===== config.mk =====
export PLATFORM = sky130hd
export DESIGN_NAME = rr_slot_arbiter
export DESIGN_NICKNAME = d
export VERILOG_FILES = /design/src/rtl/rr_slot_arbiter.sv
export SDC_FILE = /design/constraint.sdc
export NUM_CORES = 1
export LEC_CHECK = 0
export CORE_ASPECT_RATIO = 0.8
export CORE_MARGIN = 2
export CORE_UTILIZATION = 42
export CTS_CLUSTER_DIAMETER = 60
export DETAILED_ROUTE_END_ITERATION = 6
export PLACE_DENSITY = 0.74
export SYNTH_ARGS = -nofsm -noshare
export SYNTH_HDL_FRONTEND = slang
export SYNTH_SLANG_ARGS = --single-unit

===== constraint.sdc =====
create_clock -name clk -period 3.73 [get_ports clk]
set_clock_uncertainty 0.15 [all_clocks]
set_input_delay 0.746 -clock clk [delete_from_list [all_inputs] [get_ports clk]]
set_output_delay 0.746 -clock clk [all_outputs]
set_load 0.01 [all_outputs]

===== src/rtl/rr_slot_arbiter.sv =====
// rr_slot_arbiter: 4-way round-robin arbiter with bounded hold tenure; `ARB_LOCK_EN adds a lock input.
// Latency: 1 cycle from req to registered grant; at least one dead cycle separates consecutive grants.
// Backpressure: requesters hold req until granted; owner leaves via done, dropping req, or hold timeout.
module rr_slot_arbiter #(
    parameter int MAX_HOLD = 8,
    parameter int HOLD_W   = 4
) (
    input  logic       clk,
    input  logic       rst_n,
    input  logic [3:0] req,
    input  logic [3:0] done,
`ifdef ARB_LOCK_EN
    input  logic       lock,
`endif
    output logic [3:0] grant,
    output logic [1:0] grant_id,
    output logic       grant_valid,
    output logic       timeout,
    output logic [1:0] ptr
);

    typedef enum logic {IDLE, BUSY} state_t;

    localparam logic [HOLD_W-1:0] HOLD_LAST = HOLD_W'(MAX_HOLD - 1);

    state_t            state, state_nxt;
    logic [3:0]        grant_nxt;
    logic [1:0]        grant_id_nxt;
    logic [1:0]        ptr_nxt;
    logic              timeout_nxt;
    logic [HOLD_W-1:0] hold_cnt, hold_nxt;
    logic              lock_act;
    logic [3:0]        req_rot;
    logic [1:0]        win_off;
    logic [1:0]        win_id;
    logic              hold_exp;
    logic              rel;

`ifdef ARB_LOCK_EN
    assign lock_act = lock;
`else
    assign lock_act = 1'b0;
`endif

    // Rotate req so the search always starts at bit 0, then map the offset back.
    always_comb begin
        req_rot = 4'({req, req} >> ptr);
        win_off = 2'd0;
        for (int i = 3; i >= 0; i--) begin
            if (req_rot[i]) win_off = 2'(i);
        end
        win_id = ptr + win_off;
    end

    assign hold_exp = (hold_cnt == HOLD_LAST) && !lock_act;
    assign rel      = done[grant_id] || !req[grant_id] || hold_exp;

    always_comb begin
        state_nxt    = state;
        grant_nxt    = grant;
        grant_id_nxt = grant_id;
        ptr_nxt      = ptr;
        hold_nxt     = hold_cnt;
        timeout_nxt  = 1'b0;
        case (state)
            IDLE: begin
                if (|req) begin
                    state_nxt    = BUSY;
                    grant_nxt    = 4'b0001 << win_id;
                    grant_id_nxt = win_id;
                    ptr_nxt      = win_id + 2'd1;
                    hold_nxt     = '0;
                end
            end
            BUSY: begin
                if (!lock_act && hold_cnt != HOLD_LAST) hold_nxt = hold_cnt + HOLD_W'(1);
                if (rel) begin
                    state_nxt   = IDLE;
                    grant_nxt   = 4'b0000;
                    // Only a pure hold expiry counts as a forced release.
                    timeout_nxt = hold_exp && req[grant_id] && !done[grant_id];
                end
            end
            default: state_nxt = IDLE;
        endcase
    end

    always_ff @(posedge clk or negedge rst_n) begin
        if (!rst_n) begin
            state    <= IDLE;
            grant    <= 4'b0000;
            grant_id <= 2'd0;
            ptr      <= 2'd0;
            hold_cnt <= '0;
            timeout  <= 1'b0;
        end else begin
            state    <= state_nxt;
            grant    <= grant_nxt;
            grant_id <= grant_id_nxt;
            ptr      <= ptr_nxt;
            hold_cnt <= hold_nxt;
            timeout  <= timeout_nxt;
        end
    end

    assign grant_valid = |grant;

endmodule


# ---- Word-level counts from Yosys, hierarchy flattened
# Cells that the tools add are included.
# Widths: inputs -> output; s select.
dict set report classes {
  magnitude_cmp 1
  n_shift 2
  addsub 3
  reduce_logical 11
  bitwise_logic 1
  mux 19
  eq_ne 5
}
# op n
set op_table {}
lappend op_table {{$mux 4} 4}
lappend op_table {{$pmux 4 s2} 2}
lappend op_table {{$mux 2} 4}
lappend op_table {{$reduce_or 4->1} 2}
lappend op_table {{$shr 8x2->4} 1}
lappend op_table {{$mux 1} 6}
lappend op_table {{$reduce_and 2->1} 3}
lappend op_table {{$add 4x1->4 const B} 1}
lappend op_table {{$bmux 1 s2} 2}
lappend op_table {{$eq 4x3->1 const B} 1}
lappend op_table {{$ne 2x1->1 const B} 2}
lappend op_table {{$ne 4x3->1 const B} 1}
lappend op_table {{$shl 1x2->4 const A} 1}
lappend op_table {{$lt 2x3->1 const B} 1}
lappend op_table {{$add 2x1->2 const B} 1}
lappend op_table {{$add 2x2->2} 1}
lappend op_table {{$logic_and 1x1->1} 2}
lappend op_table {{$logic_not 1->1} 2}
lappend op_table {{$logic_or 1x1->1} 2}
lappend op_table {{$ne 2x2->1 const B} 1}
lappend op_table {{$pmux 1 s2} 1}
lappend op_table {{$not 1->1} 1}
dict set report word_totals {
  wordCells 48
  reg_bits 14
}

# ---- Logic depth before layout (Yosys ltp)
dict set report depth {
  ltp_word 9
  depth_mapped 11
  depth_no_buf 10
}

# ---- Worst setup path before layout
# OpenSTA, ideal clock, no wires.
dict set report synth_path {
  kind {input to register}
  startpoint {input req[0]}
  endpoint {register ptr[1]}
  setup_time_ns 0.080
  path_slack_ns 1.285
  t_arrival_ns 2.215
  n_path_buf 1
  stages 9
  cell_sequence {buf_6 -> nor2_1 -> o21ai_0 -> o221ai_1 -> ha_1 -> xor2_1 -> and4_1 -> o21ai_1 -> xnor2_1}
}
dict set report synth_via {
  elab_chain_cells 7
}
# element line_no
set synth_rtl {}
lappend synth_rtl {{from (decl)} 10} ;# input logic [3:0] req,
lappend synth_rtl {{$shr 8x2->4 *} 47} ;# req_rot = 4'({req, req} >> ptr);
lappend synth_rtl {{$mux 2 (3 in a row)} 50} ;# if (req_rot[i]) win_off = 2'(i);
lappend synth_rtl {{$mux 2 *} 50}
lappend synth_rtl {{$add 2x2->2 *} 52} ;# win_id = ptr + win_off;
lappend synth_rtl {{via win_id[0]} 35} ;# logic [1:0] win_id;
lappend synth_rtl {{$add 2x1->2 *} 71} ;# ptr_nxt = win_id + 2'd1;
lappend synth_rtl {{to (signal assigned)} 100} ;# ptr <= ptr_nxt;
lappend synth_rtl {{to (decl)} 19} ;# output logic [1:0] ptr
# The timed path passes the listed nets; every way through them passes the cells marked *.
# A chain may end at the register's enable or synchronous reset.

# ---- Worst setup path after layout
# Same ends and word-level chain as after synthesis.

==> results.ini <==
[sta]
worst_pin_slew_ns=0.610
holdWs_ns=0.376
finalSetupTns_ns=0
maxSlewHeadroom=0.592
post-route-period-util=0.740
rsz0062_at_grt=false
clock.fmax_mhz=362
setup_violations=0
hold_viol_final=0
fin_crit_ns=2.76
slew_violations=0

[yosys]
async_reset_ff_frac=1.00
synth_edf_count=0
seq_area_frac_synth=0.407
synth_area_sq_um=861
avgSynthCellArea_sq_um=9.56
synth_flop_cell=dfrtp_1
synth_cell_types=39
syn_inst=90
yosysWarnings=0
syn-num-nets=102
synth-seq-cells=14

[finish]
utilization=0.573
diodes=0
post_route_cells_drive_above_1_share=0.0818
layout.nets=123
fill_cells=182
area_growth_pct=27.0

[detailed_routing]
vias_per_cell=5.54
initialDrtViolationCount=9
dr.pass1.iters=4
wl_per_cell_um=14.1
wl_um=1900
drc=0
num_vias=743
ant_nets=0

[floorplanning]
die_area_sq_um=2430
die_w_um=54.6
num_rows=14
core_sq_um=1910
initial_utilization=0.451
io_pins=20
die_y_um=44.5

[setup_path]
worst_path_max_delay_cell=clkdlybuf4s50_1
crit_buf_inv=1
path_cells=clkdlybuf4s50_1, nor2_1, o21ai_0, o221ai_1, ha_1, xor2_1, and4_1, o21ai_1, xnor2_1
reg2reg_from=ptr[0]$_DFFE_PN0P_
rr_worst_depth=10
crit_type=input pin to register
rr_endpoint=ptr[1]$_DFFE_PN0P_
crit_family=buffers and inverters
crit_arrival_ns=2.78
endpoint_kind=register
reg2reg_slack_ns=1.37
worstSetupStartpointType=input pin
worstPathMaxFanout=8
worst_ep_required_time_ns=3.75
crit_path_max_incr_delay_ns=0.54

[placement]
gp_congestion=0.845
dp_hpwl_um=1450
portBuffers=19

[worst_hold_path]
worstHoldStart=grant[1]$_DFFE_PN0P_
holdPathStages=1
min_to=grant[1]$_DFFE_PN0P_
holdCritPathClass=register to register

[clock_network]
numCtsBuffers=3
clock_sinks=14
tritoncts=done
cts-root-buf=clkbuf_4
htree_levels=1
insertion_delay_ns=0.28
cts_hold_buffers=0
cts_setup_buffers=0
path_clk_slew_ns=0.08
ctsResizeCount=0
clockBufferDepth=2

[global_routing]
grt_usage=0.199
grt_max_degree=15
antenna_found_initial=0
grt_pass1_wl_um=3230
grt_pass1_vias=648
grt_overflow_total=0

[outcome]
status=finished, final reports clean

[run]
drv_cap=0

[power]
power.density_nw_per_um2=814
leakage_nw=0.466
peakVddDrop_mv=0.423

## Yosys cell counts (2+ instances only)
| cell type | count | share of area |
|---|---|---|
| and2b_1 | 2 | 0.017 |
| dfrtp_1 | 14 | 0.41 |
| ha_1 | 2 | 0.029 |
| inv_1 | 3 | 0.013 |
| nand2_1 | 15 | 0.065 |
| nand3_1 | 3 | 0.017 |
| nor2_1 | 3 | 0.013 |
| nor2b_1 | 5 | 0.036 |
| nor3b_1 | 2 | 0.017 |
| o21ai_0 | 4 | 0.023 |
| o21ai_1 | 3 | 0.017 |
| o221ai_1 | 2 | 0.020 |
| o2bb2ai_1 | 2 | 0.020 |
| xnor2_1 | 5 | 0.051 |
## cell usage in the layout, fill, tap and decap left out, drive strengths merged, types with 2 or more instances in the layout
| master | synthesis | final |
|---|---|---|
| dfrtp | 14 | 14 |
| ha | 2 | 2 |
| nor2 | 3 | 3 |
| or4 | 2 | 2 |
| nor2b | 5 | 5 |
| clkdlybuf4s50 | 0 | 19 |
| o221ai | 2 | 2 |
| o21ai | 8 | 8 |
| o2bb2ai | 2 | 2 |
| inv | 3 | 3 |
| nor3b | 2 | 2 |
| nand3 | 4 | 4 |
| and2b | 2 | 2 |
| clkbuf | 0 | 4 |
| xnor2 | 5 | 5 |
| nand2 | 15 | 15 |
## area by class of cell
cell class	instances	area [sq um]	area share
inverters	3	11.3	0.0103
well taps	24	30.0	0.0275
clock buffers	4	36.3	0.0332
repair buffers	19	190	0.174
multi-input cells	70	475	0.435
flip-flops and latches	14	350	0.320
## worst register-to-register path, delay by kind of cell (launching register included)
family | cells | cell delay (ns)
simple gates | 2 | 0.29
fa+ha+maj | 1 | 0.39
xor+xnor | 2 | 0.34
buf+inv | 1 | 0.11
flops | 1 | 0.53
compound gates | 4 | 0.44
## power by group
part / internal [mW] / switching [mW]
registers: 0.214 / 0.0767
clock network: 0.0595 / 0.0490
logic: 0.253 / 0.238
total: 0.527 / 0.364
## metrics by stage
step           area (sq um)  std cells  power (mW)  setup WS [ns]
2_1_floorplan           861         90       0.628           1.29
4_1_cts                1090        134       0.897          0.988
3_3_place_gp           1060        130       0.762          0.722
6_report               1090        134       0.891          0.969
5_1_grt                1090        134       0.972          0.831
3_5_place_dp           1060        130       0.783          0.665
## metal layers
metal	routed length (um)	GRT usage
met1	916	0.264
met2	835	0.279
met3	105	0.0743
met4	40	0.110
met5	0	0
## sequential cells by signal, summed over array words and instances, names as in the netlist
signal,flops
grant,4
grant_id,2
state,1
timeout,1
ptr,2
hold_cnt,4
## how the worst max path moves through the flow
stage | startpoint | to | slack (ns) | cells after the start
6_report | req[0] | ptr[1]$_DFFE_PN0P_ | 0.97 | 9
5_1_grt | req[0] | ptr[1]$_DFFE_PN0P_ | 0.83 | 9
4_1_cts | req[0] | ptr[1]$_DFFE_PN0P_ | 0.99 | 9
3_5_place_dp | req[0] | ptr[1]$_DFFE_PN0P_ | 0.67 | 9
3_3_place_gp | req[0] | ptr[1]$_DFFE_PN0P_ | 0.72 | 9
2_1_floorplan | req[0] | ptr[1]$_DFFE_PN0P_ | 1.29 | 9
## cells by family (layout without fill, tap and decap cells)
logic type	Yosys count	in the layout	synth area share
buf+inv	6	26	0.0407
fa+ha+maj	2	2	0.0291
xor+xnor	6	6	0.0610
flops	14	14	0.407
simple gates	39	39	0.250
mux	3	3	0.0509
compound gates	20	20	0.161
No activity file was read; power rests on OpenSTA's default activity.
